### src/rtl/psg_ecfs_lvdcdc_sd_mod.sv
// Second-order sigma-delta modulator: 16-bit signed samples in, 1-bit stream out
// (ones density = 0.5 + x/65536), framed to match the SD-ADC decimator period.
module psg_ecfs_lvdcdc_sd_mod #(
  parameter int unsigned CLK_DIV     = 1,
  parameter int unsigned DECIMATION  = 128,
  parameter int          INPUT_LIMIT = 26214
) (
  input  logic        clk_adc,
  input  logic        reset_n,
  input  logic        enable,
  input  logic [15:0] sample_in,
  input  logic        sample_in_valid,
  output logic        sample_in_ready,
  input  logic        clear_overload,
  output logic        dat_out,
  output logic        bit_strobe,
  output logic        frame_tick,
  output logic        running,
  output logic        overload
);

  localparam int DIV_W = (CLK_DIV > 1) ? $clog2(CLK_DIV) : 1;
  localparam int FRM_W = (DECIMATION > 1) ? $clog2(DECIMATION) : 1;

  localparam logic signed [15:0] LIM_POS  = 16'(INPUT_LIMIT);
  localparam logic signed [15:0] LIM_NEG  = -16'(INPUT_LIMIT);
  localparam logic signed [24:0] FB_POS   = 25'sd32768;
  localparam logic signed [24:0] FB_NEG   = -25'sd32768;
  localparam logic signed [24:0] INT1_MAX = 25'sd524287;
  localparam logic signed [24:0] INT1_MIN = -25'sd524288;
  localparam logic signed [24:0] INT2_MAX = 25'sd8388607;
  localparam logic signed [24:0] INT2_MIN = -25'sd8388608;

  typedef enum logic {IDLE, RUN} state_t;

  state_t             state_q, state_d;
  logic [DIV_W-1:0]   div_q;
  logic [FRM_W-1:0]   frm_q;
  logic               tick, wrap;
  logic               pend_full_q, accept;
  logic signed [15:0] pending_q, active_q, sample_s, clamped;
  logic               clamp_hit;
  logic signed [19:0] int1_q, int1_nxt;
  logic signed [23:0] int2_q, int2_nxt;
  logic signed [24:0] fb, d1, int1_ext, sum1, sum2;
  logic               sat1, sat2, loop_en, set_ovl;
  logic               dat_q, strobe_q, ftick_q, ovl_q;

  assign tick    = (div_q == DIV_W'(CLK_DIV - 1));
  assign wrap    = tick && (frm_q == FRM_W'(DECIMATION - 1));
  assign accept  = sample_in_valid && !pend_full_q;
  assign loop_en = tick && (state_q == RUN) && enable;
  assign set_ovl = (accept && clamp_hit) || (loop_en && (sat1 || sat2));

  // NOTE: every always_comb output gets a default first, so no path infers a latch.
  always_comb begin
    sample_s  = $signed(sample_in);
    clamped   = sample_s;
    clamp_hit = 1'b0;
    if (sample_s > LIM_POS) begin
      clamped   = LIM_POS;
      clamp_hit = 1'b1;
    end else if (sample_s < LIM_NEG) begin
      clamped   = LIM_NEG;
      clamp_hit = 1'b1;
    end
  end

  // Both integrator updates use the pre-edge int1; sums are formed at 25 bits so they cannot wrap.
  always_comb begin
    fb       = dat_q ? FB_POS : FB_NEG;
    d1       = $signed({{9{active_q[15]}}, active_q}) - fb;
    int1_ext = $signed({{5{int1_q[19]}}, int1_q});
    sum1     = int1_ext + d1;
    sum2     = $signed({int2_q[23], int2_q}) + int1_ext + d1 - fb;
    int1_nxt = sum1[19:0];
    sat1     = 1'b0;
    if (sum1 > INT1_MAX) begin
      int1_nxt = INT1_MAX[19:0];
      sat1     = 1'b1;
    end else if (sum1 < INT1_MIN) begin
      int1_nxt = INT1_MIN[19:0];
      sat1     = 1'b1;
    end
    int2_nxt = sum2[23:0];
    sat2     = 1'b0;
    if (sum2 > INT2_MAX) begin
      int2_nxt = INT2_MAX[23:0];
      sat2     = 1'b1;
    end else if (sum2 < INT2_MIN) begin
      int2_nxt = INT2_MIN[23:0];
      sat2     = 1'b1;
    end
  end

  always_comb begin
    state_d = state_q;
    case (state_q)
      IDLE:    if (wrap && enable) state_d = RUN;
      RUN:     if (tick && !enable) state_d = IDLE;
      default: state_d = IDLE;
    endcase
  end

  // NOTE: non-blocking (<=) in clocked blocks so every register samples pre-edge values.
  always_ff @(posedge clk_adc or negedge reset_n) begin
    if (!reset_n) begin
      div_q    <= '0;
      frm_q    <= '0;
      strobe_q <= 1'b0;
      ftick_q  <= 1'b0;
      state_q  <= IDLE;
    end else begin
      div_q    <= tick ? '0 : div_q + DIV_W'(1);
      if (tick) frm_q <= (frm_q == FRM_W'(DECIMATION - 1)) ? '0 : frm_q + FRM_W'(1);
      strobe_q <= tick;
      ftick_q  <= wrap;
      state_q  <= state_d;
    end
  end

  // Pending only drains on a frame wrap, so accept and transfer never coincide.
  always_ff @(posedge clk_adc or negedge reset_n) begin
    if (!reset_n) begin
      pend_full_q <= 1'b0;
      pending_q   <= '0;
      active_q    <= '0;
    end else if (wrap && pend_full_q) begin
      active_q    <= pending_q;
      pend_full_q <= 1'b0;
    end else if (accept) begin
      pending_q   <= clamped;
      pend_full_q <= 1'b1;
    end
  end

  // Outside RUN the integrators sit at zero and the output toggles as a midscale pattern.
  always_ff @(posedge clk_adc or negedge reset_n) begin
    if (!reset_n) begin
      int1_q <= '0;
      int2_q <= '0;
      dat_q  <= 1'b0;
    end else if (tick) begin
      if (loop_en) begin
        int1_q <= int1_nxt;
        int2_q <= int2_nxt;
        dat_q  <= !int2_nxt[23];
      end else begin
        int1_q <= '0;
        int2_q <= '0;
        dat_q  <= !dat_q;
      end
    end
  end

  always_ff @(posedge clk_adc or negedge reset_n) begin
    if (!reset_n)            ovl_q <= 1'b0;
    else if (set_ovl)        ovl_q <= 1'b1;
    else if (clear_overload) ovl_q <= 1'b0;
  end

  assign sample_in_ready = !pend_full_q;
  assign dat_out         = dat_q;
  assign bit_strobe      = strobe_q;
  assign frame_tick      = ftick_q;
  assign running         = (state_q == RUN);
  assign overload        = ovl_q;

endmodule

### config.mk
export PLATFORM = sky130hd
export DESIGN_NAME = psg_ecfs_lvdcdc_sd_mod
export DESIGN_NICKNAME = d
export VERILOG_FILES = /design/src/rtl/psg_ecfs_lvdcdc_sd_mod.sv
export SDC_FILE = /design/constraint.sdc
export NUM_CORES = 1
export LEC_CHECK = 0
export CAP_MARGIN = 20
export CORE_UTILIZATION = 30
export CTS_CLUSTER_DIAMETER = 50
export DETAILED_ROUTE_END_ITERATION = 10
export DONT_BUFFER_PORTS = 1
export HOLD_SLACK_MARGIN = 0.02
export SYNTH_ARGS = -nofsm -noshare
export SYNTH_HDL_FRONTEND = slang
export SYNTH_SLANG_ARGS = --single-unit
### constraint.sdc
create_clock -name clk_adc -period 4.4 [get_ports clk_adc]
set_input_delay 0.88 -clock clk_adc [delete_from_list [all_inputs] [get_ports clk_adc]]
set_output_delay 0.88 -clock clk_adc [all_outputs]
set_load 0.02 [all_outputs]
[Yosys cells after proc, flatten, opt, wreduce, memory -nomap -nowiden]
Index checks and enable logic that the tools add are counted.
Word-level totals
  bits in registers: 90
  input port bits: 21
  output and inout bits: 6
  word-level logic and storage cells: 72
Cells by class
  add/subtract/negate cells: 7
  magnitude comparators: 6
  eq/ne operators: 1
  multiplexer cells: 25
  bitwise operators: 3
  reductions and logical operators: 18
Operators with widths (count)
  2-to-1 mux 24 bit: 3
  2-to-1 mux 20 bit: 3
  2-to-1 mux 16 bit: 2
  adder 20 x 25 -> 25 bit: 1
  adder 24 x 20 -> 25 bit: 1
  adder 25 bit: 1
  greater-than comparator 25 x 20 -> 1 bit, second input constant: 1
  greater-than comparator 25 x 24 -> 1 bit, second input constant: 1
  < comparator 25 x 20 -> 1 bit, second input constant: 1
  < comparator 25 x 24 -> 1 bit, second input constant: 1
  2-to-1 mux 25 bit: 1
  subtractor 16 x 25 -> 25 bit: 1
  subtractor 25 bit: 1
  greater-than comparator 16 bit, second input constant: 1
  < comparator 16 bit, second input constant: 1
  2-to-1 mux 1 bit: 14
  logical AND 1 bit: 9
  adder 7 x 1 -> 7 bit, second input constant: 1
  == test 7 bit, second input constant: 1
  2-to-1 mux 7 bit: 1
  zero test 1 bit: 4
  nonzero test 2 bit: 2
  inverter 1 bit: 3
  logical OR 1 bit: 2
  other kinds (3): 3

[Logic depth before layout (Yosys ltp)]
Gate-level depths: netlist (run 1).
  depth in word-level cells: 11
  gate-level depth with buffers: 16
  gate-level depth less buffers: 14

[Worst setup path before layout (run 1)]
Ideal clock, no wire load.
  kind: reg-to-reg
  start: reg dat_q, in the netlist dat_out
  end: reg int2_q[21]
  library setup time: 0.124 ns
  arrival: 4.254 ns
  data required time: 4.276 ns
  setup slack: 0.022 ns
  stages on the path, launching flop included: 15
  path buffers: 2
  clock period less this slack: 4.378 ns
  cells stage by stage: dfrtp_1 -> inv_1 -> ha_1 -> clkbuf_1 -> xor2_1 -> fa_1 -> ha_1 -> a21o_1 -> a211o_1 -> nor3_1 -> a311oi_2 -> and3_4 -> o311ai_4 -> buf_6 -> o21ai_2
On the way
  word-level cells in the longest chain between the ends: 8
  elaborated cells between the ends (all ways): 9
  those cells by class: 3 x add/sub; 2 x order compare; 4 x mux
RTL lines
  start, declared: RTL line 47  | logic dat_q, strobe_q, ftick_q, ovl_q;
  start signal, assigned: RTL line 147  | dat_q <= !int2_nxt[23];
  start signal, assigned: RTL line 151  | dat_q <= !dat_q;
  2-to-1 mux 25 bit *: RTL line 71  | fb = dat_q ? FB_POS : FB_NEG;
  subtractor 16 x 25 -> 25 bit: RTL line 72  | d1 = $signed({{9{active_q[15]}}, active_q}) - fb;
  adder 25 bit: RTL line 75  | sum2 = $signed({int2_q[23], int2_q}) + int1_ext + d1 - fb;
  subtractor 25 bit *: RTL line 75
  < comparator 25 x 24 -> 1 bit: RTL line 90  | end else if (sum2 < INT2_MIN) begin
  2-to-1 mux 24 bit: RTL line 90
  2-to-1 mux 24 bit *: RTL line 87  | if (sum2 > INT2_MAX) begin
  2-to-1 mux 24 bit *: RTL line 144  | if (loop_en) begin
  end signal, assigned: RTL line 146  | int2_q <= int2_nxt;
  end, declared: RTL line 44  | logic signed [23:0] int2_q, int2_nxt;
Mark *: on every way between the ends. The rest lies on a longest branch, timed or not.
A chain may end at the register's enable or synchronous reset.

[Worst setup path after layout (run 1)]
  start: reg dat_q, in the netlist dat_out
  end: reg int2_q[22]
The elaborated chain is that of the path after synthesis.

==> results of run 1 <==
==> sequential cells by signal, summed over array words and instances (netlist names) <==
name and flops:
int2_q 24, int1_q 20, active_q 16, pending_q 16, frm_q 7, bit_strobe 1, dat_out 1, frame_tick 1
overload 1, pend_full_q 1, running 1
==> per-layer routing <==
metal  up-vias  global-route usage (%)  share of wire [%]
li1       2565                       -                  -
met1      2438                    18.2                 49
met2        67                    22.3                 47
met3        20                    1.39                2.4
met4         0                    5.85                2.1
met5         -                       0                  0
==> cell families (layout without fill, tap and decap cells) <==
logic type               after synthesis  after routing  share of synthesized area [%]
adder cells (fa/ha/maj)              100            100                           21.3
XOR/XNOR                              43             43                           5.36
multiplexers                          18             18                           2.88
buffers and inverters                134            152                           7.63
flip-flops                            89             89                           31.7
other                                  1              1                         0.0533
AO/OA/AOI/OAI                        223            223                           22.0
AND/OR/NAND/NOR                      133            133                           9.06
==> final cells by class <==
| type | count | area, um2 | area share [%] |
|---|---|---|---|
| Timing Repair Buffer | 15 | 113 | 1.45 |
| Sequential cell | 89 | 2230 | 28.6 |
| Multi-Input combinational cell | 518 | 4290 | 55.1 |
| Clock buffer | 9 | 225 | 2.89 |
| Clock inverter | 7 | 85.1 | 1.09 |
| Tap cell | 313 | 392 | 5.03 |
| Inverter | 121 | 458 | 5.88 |
==> what timing repair did <==
| item | in CTS | in global routing |
|---|---|---|
| hold endpoints to repair | 0 | 0 |
| endpoints found under the setup margin | 0 | 3 |
| buffers inserted | 0 | 2 |
| gates resized for setup | 0 | 3 |
| hold buffers | 0 | 0 |
==> through the flow <==
step	area [um2]	utilization, %	instances	total power [W]
final	7790	34.2	1072	0.00170
after global routing	7790	34.2	1072	0.00177
after CTS	7750	34.0	1070	0.00173
after detailed placement	7440	32.7	1054	0.000905
after global placement	7440	32.7	1054	0.000903
after floorplan	7030	-	741	0.000892
==> critical path, delay by kind of cell (launching register included) <==
family / cells / cell delay [ns]
XOR/XNOR: 1 / 0.19
AO/OA/AOI/OAI: 6 / 1.23
flip-flops: 1 / 0.40
AND/OR/NAND/NOR: 2 / 0.44
adder cells (fa/ha/maj): 3 / 1.04
buffers and inverters: 4 / 0.76
==> cells in the final DEF, fill, tap and decap left out, drive strengths merged, types with 20 or more instances in the layout <==
| cell | netlist | final |
|---|---|---|
| xnor2 | 23 | 23 |
| fa | 33 | 33 |
| o21ai | 58 | 58 |
| xor2 | 20 | 20 |
| nand2 | 41 | 41 |
| dfrtp | 89 | 89 |
| a21oi | 50 | 50 |
| inv | 120 | 122 |
| nor2 | 33 | 33 |
| a21o | 36 | 36 |
| ha | 67 | 67 |
==> final timing paths <==
check	start	endpoint	depth (start not counted)	slack [ns]
max	dat_out	int2_q[22]	16	0.25
min	reset_n	bit_strobe	0	0.22
max reg2reg	dat_out	int2_q[22]	16	0.25
min reg2reg	frm_q[0]	frm_q[0]	1	0.47
max in group asynchronous	reset_n	active_q[15]	0	4.06
min in group clk_adc	frm_q[0]	frm_q[0]	1	0.47
==> power by group through the flow <==
stage,logic (W),clock network (W),registers (W)
finish,0.0000366,0.000816,0.000851
global route,0.0000446,0.000874,0.000853
CTS,0.0000375,0.000837,0.000851
detailed placement,0.0000375,0,0.000867
global placement,0.0000365,0,0.000866
floorplan,0.0000293,0,0.000862
==> results.sh, run 1 <==
export IMPL_synth_area_leader_cell="dfrtp_1"
export IMPL_synth_edf_count=0
export IMPL_die_h_um=155
export IMPL_worstMarginPinSlew_ns=1.03
export IMPL_synth_ff_type="dfrtp_1"
export IMPL_p_sw_w=0.000398
export IMPL_max_stage_delay_ns=0.46
export IMPL_p_leak_nw=3.88
export IMPL_fp_dieArea_um2=24100
export IMPL_drive_above_1_share_pct=11.1
export IMPL_cp_cell_sequence="clkinvlp_4 -> buf_4 -> ha_1 -> nor2_1 -> xor2_1 -> fa_1 -> ha_1 -> a21o_1 -> or2_2 -> o311a_1 -> o21a_1 -> a211oi_4 -> buf_4 -> o311ai_4 -> buf_4 -> o31ai_1"
export IMPL_status="finished, final reports clean"
export IMPL_clockBufferDepth=2
export IMPL_avgSynthCellArea_um2=9.49
export IMPL_vias_per_cell=4.75
export IMPL_slowest_stage="fa_1"
export IMPL_drt_initial_drc_count=324
export IMPL_cts_made_buffers=9
export IMPL_ios=27
export IMPL_finalSetupViolCount=0
export IMPL_cp_start_kind="flip-flop"
export IMPL_yosysUniqueCellTypes=66
export IMPL_p_int_w=0.00131
export IMPL_seqPwrFrac_pct=49.9
export IMPL_core_um2=22800
export IMPL_track_usage_pct=13.6
export IMPL_wl_um=15200
export IMPL_end_kind="flip-flop"
export IMPL_syn_cell_area_um2=7030
export IMPL_cts_tree="done"
export IMPL_fmax_ghz=0.241
export IMPL_finClkSkew_ns=0.0140
export IMPL_drv_slew=0
export IMPL_synth_warnings=0
export IMPL_cpMostUsedCell="buf_4"
export IMPL_path_clk_slew_ns=0.08
export IMPL_max_slew_margin_pct=30.9
export IMPL_worst_ep_arrival_time_ns=4.41
export IMPL_diodes=0
export IMPL_yosysMostFrequentCell="inv_1"
export IMPL_min_path_type="input port to asynchronous set/reset pin"
export IMPL_cap_violations=0
export IMPL_avgRoutedWirePerCell_um=14.2
export IMPL_yosysSeqAreaShare_pct=31.7
export IMPL_critPathMaxFanout=11
export IMPL_setup_ws_ns=0.246
export IMPL_start_util_pct=30.9
export IMPL_yosysTopAreaCellShare_pct=31.7
export IMPL_power_density_nw_per_um2=219
export IMPL_area_delta_synth_final_pct=10.8
export IMPL_nFillCells=2369
export IMPL_p_clk_share_pct=47.9
export IMPL_drc=0
export IMPL_port_buffers=0
export IMPL_fp_row_count=55
export IMPL_setup_tns_ns=0
export IMPL_grt_pass1_vias=5239
export IMPL_drt_first_pass_iters=7
export IMPL_finalHoldWorstSlack_ns=0.217
export IMPL_cts_sink_count=89
export IMPL_synthTopCellsByArea="dfrtp_1, ha_1, fa_1, inv_1, o21ai_0"
export IMPL_period_share_pct=94.4
export IMPL_overflow=0
export IMPL_cts_root_buffer="clkbuf_16"
export IMPL_crit_type="flip-flop to flip-flop"
export IMPL_cts_max_level=3
export IMPL_detail_route_antenna_nets=0
export IMPL_fin_nets=875
export IMPL_ys_seq_elements=89
export IMPL_insertion_delay_ns=0.36
export IMPL_swShare_pct=23.4
export IMPL_ir_drop_mv=0.195
export IMPL_async_reset_ff_share_pct=100
export IMPL_synthesis_nets=862
export IMPL_hold_viol_final=0
export IMPL_rsz0062_at_grt="no"
export IMPL_pre_cts_ws_ns=0.271
export IMPL_grt_pass1_wl_um=25800
export IMPL_grt_max_degree=90
export IMPL_antenna_found_initial=0
export IMPL_gp_congestion=0.837
export IMPL_fin_crit_ns=4.15
export IMPL_ys_top_cells_by_count="inv_1, dfrtp_1, ha_1, o21ai_0, a21oi_1"
export IMPL_die_w_um=155
export IMPL_dpl_hpwl_um=11900
export IMPL_vias=5090
export IMPL_crit_required_ns=4.66
export IMPL_pwr_share_comb_pct=2.1
export IMPL_postSynthCellCount=741
(Power assumes the default switching activity.)
==> inputs of run 2 (changes only) <==
Settings changed: CORE_UTILIZATION 30 to 59, PLACE_DENSITY set to 0.78.
==> run 2 against run 1 <==
  * Utilization grew 31 points
  * Combinational power about the same
  * Sequential power barely moved
  * Sequential share of layout area up 1.2 points
  * Hold slack better by 0.0034 ns
==> results.sh, run 2 (synthesis gave the netlist of run 1 again) <==
export IMPL_largestRegisters="int2_q x24, int1_q x20"
export IMPL_worstReg2RegEnd="int2_q[13]"
export IMPL_grt_pass1_vias=5401
export IMPL_fin_crit_ns=4.22
export IMPL_numPlacedInstances=877
export IMPL_min_path_type="input port to asynchronous set/reset pin"
export IMPL_reg2reg_setup_slack_ns=0.18
export IMPL_cts_made_buffers=9
export IMPL_setup_tns_ns=0
export IMPL_clockBufferDepth=2
export IMPL_max_stage_delay_ns=0.54
export IMPL_crit_required_ns=4.64
export IMPL_fmax_ghz=0.237
export IMPL_cts_sink_count=89
export IMPL_period_share_pct=95.8
export IMPL_cp_start_kind="flip-flop"
export IMPL_reg2reg_depth=14
export IMPL_nFillCells=912
export IMPL_cts_tree="done"
export IMPL_dpl_hpwl_um=11400
export IMPL_max_slew_margin_pct=32.2
export IMPL_vias=5269
export IMPL_worstMarginPinSlew_ns=1.01
export IMPL_start_util_pct=61.0
export IMPL_hold_buffers=0
export IMPL_p_leak_nw=3.83
export IMPL_fp_row_count=39
export IMPL_rsz0062_at_grt="no"
export IMPL_regMostFlops="int2_q"
export IMPL_port_buffers=0
export IMPL_ios=27
export IMPL_area_delta_synth_final_pct=6.53
export IMPL_stdcell_count=897
export IMPL_r2r_start="dat_out"
export IMPL_critPathMaxFanout=23
export IMPL_path_clk_slew_ns=0.07
export IMPL_track_usage_pct=25.7
export IMPL_drv_slew=0
export IMPL_final_common_cell="inv_1"
export IMPL_crit_type="flip-flop to flip-flop"
export IMPL_worst_ep_arrival_time_ns=4.45
export IMPL_cts_max_level=3
export IMPL_final_cell_mix="inv_1, dfrtp_1, ha_1, o21ai_0, a21oi_1"
export IMPL_multi_input_area_um2=4270
export IMPL_cp_cell_sequence="clkinvlp_4 -> buf_4 -> fa_1 -> fa_1 -> inv_1 -> ha_1 -> and2_2 -> or2_2 -> o311a_1 -> o21a_1 -> a211oi_2 -> o311ai_4 -> buf_4 -> o31ai_1"
export IMPL_status="finished, final reports clean"
export IMPL_vias_per_cell=5.87
export IMPL_cts_root_buffer="clkbuf_16"
export IMPL_avgRoutedWirePerCell_um=16.3
export IMPL_finClkSkew_ns=0.0111
export IMPL_fp_dieArea_um2=12400
export IMPL_ir_drop_mv=0.270
export IMPL_slowest_stage="fa_1"
export IMPL_detail_route_antenna_nets=0
export IMPL_grt_max_degree=90
export IMPL_cap_violations=0
export IMPL_grt_pass1_wl_um=25500
export IMPL_drive_above_1_share_pct=10.3
export IMPL_end_kind="flip-flop"
export IMPL_overflow=0
export IMPL_antenna_found_initial=0
export IMPL_insertion_delay_ns=0.35
export IMPL_drt_first_pass_iters=5
export IMPL_drt_initial_drc_count=385
export IMPL_largest_register_ffs=24
export IMPL_diodes=0
export IMPL_fin_nets=870
export IMPL_gp_congestion=0.890
export IMPL_wl_um=14600
export IMPL_die_h_um=111
export IMPL_die_w_um=111
export IMPL_finalSetupViolCount=0
export IMPL_power_density_nw_per_um2=215
export IMPL_hold_viol_final=0
export IMPL_core_um2=11500
export IMPL_drc=0
export IMPL_ff_latch_area_um2=2230
[run 2: cell count changes in the layout (fill, tap and decap cells not counted), sizes merged]
cell,previous run,this run
clkinv,2,3
clkbuf,9,10
buf,15,10
bufinv,1,0
inv,122,121
[run 2: layer usage]
layer / share of wire (%) / vias up / track usage, %
li1: - / 2555 / -
met1: 46 / 2539 / 33.9
met2: 47 / 144 / 42.7
met3: 3.6 / 31 / 3.61
met4: 3.4 / 0 / 10.3
met5: 0 / - / 0
[run 2: area by class of cell]
class / count / area share, %
Clock buffer: 10 / 3.06
Clock inverter: 6 / 0.702
Inverter: 121 / 6.11
Multi-Input combinational cell: 518 / 57.0
Sequential cell: 89 / 29.7
Tap cell: 143 / 2.39
Timing Repair Buffer: 10 / 1.00
[run 2: stage by stage]
step	power [W]	hold WS, ns	setup WS (ns)	util (%)	area [um2]
4_1_cts	0.00162	0.218	0.0748	64.7	7450
6_report	0.00161	0.220	0.184	65.0	7490
3_3_place_gp	0.000901	0.447	0.271	62.3	7170
3_5_place_dp	0.000905	0.452	0.0579	62.3	7170
5_1_grt	0.00167	0.209	0.0422	65.0	7490
2_1_floorplan	0.000892	0.433	0.0221	-	7030
[run 2: where the power goes]
part	switching [W]	leakage, nW	internal (W)	total, W
sequential	0.0000127	1.20	0.000839	0.000852
clock	0.000333	0.131	0.000391	0.000724
combinational	0.0000215	2.50	0.0000152	0.0000367
[run 2: critical path, delay by kind of cell, from the launching register on]
kind            cells  cell delay [ns]
fa+ha+maj           3             1.42
compound gates      5             1.10
buf+inv             4             0.66
simple gates        2             0.53
flops               1             0.39
[run 2: repair_timing]
item                                    CTS  global route
resized for setup                         0             3
endpoints found under the setup margin    0            24
setup buffers                             0             4
[run 2: worst max path at each step]
stage | from | endpoint | slack (ns)
2_1_floorplan | dat_out | int2_q[21] | 0.02
3_3_place_gp | dat_out | int2_q[14] | 0.27
3_5_place_dp | dat_out | int2_q[11] | 0.06
4_1_cts | dat_out | int2_q[6] | 0.07
5_1_grt | dat_out | int2_q[6] | 0.04
6_report | dat_out | int2_q[13] | 0.18
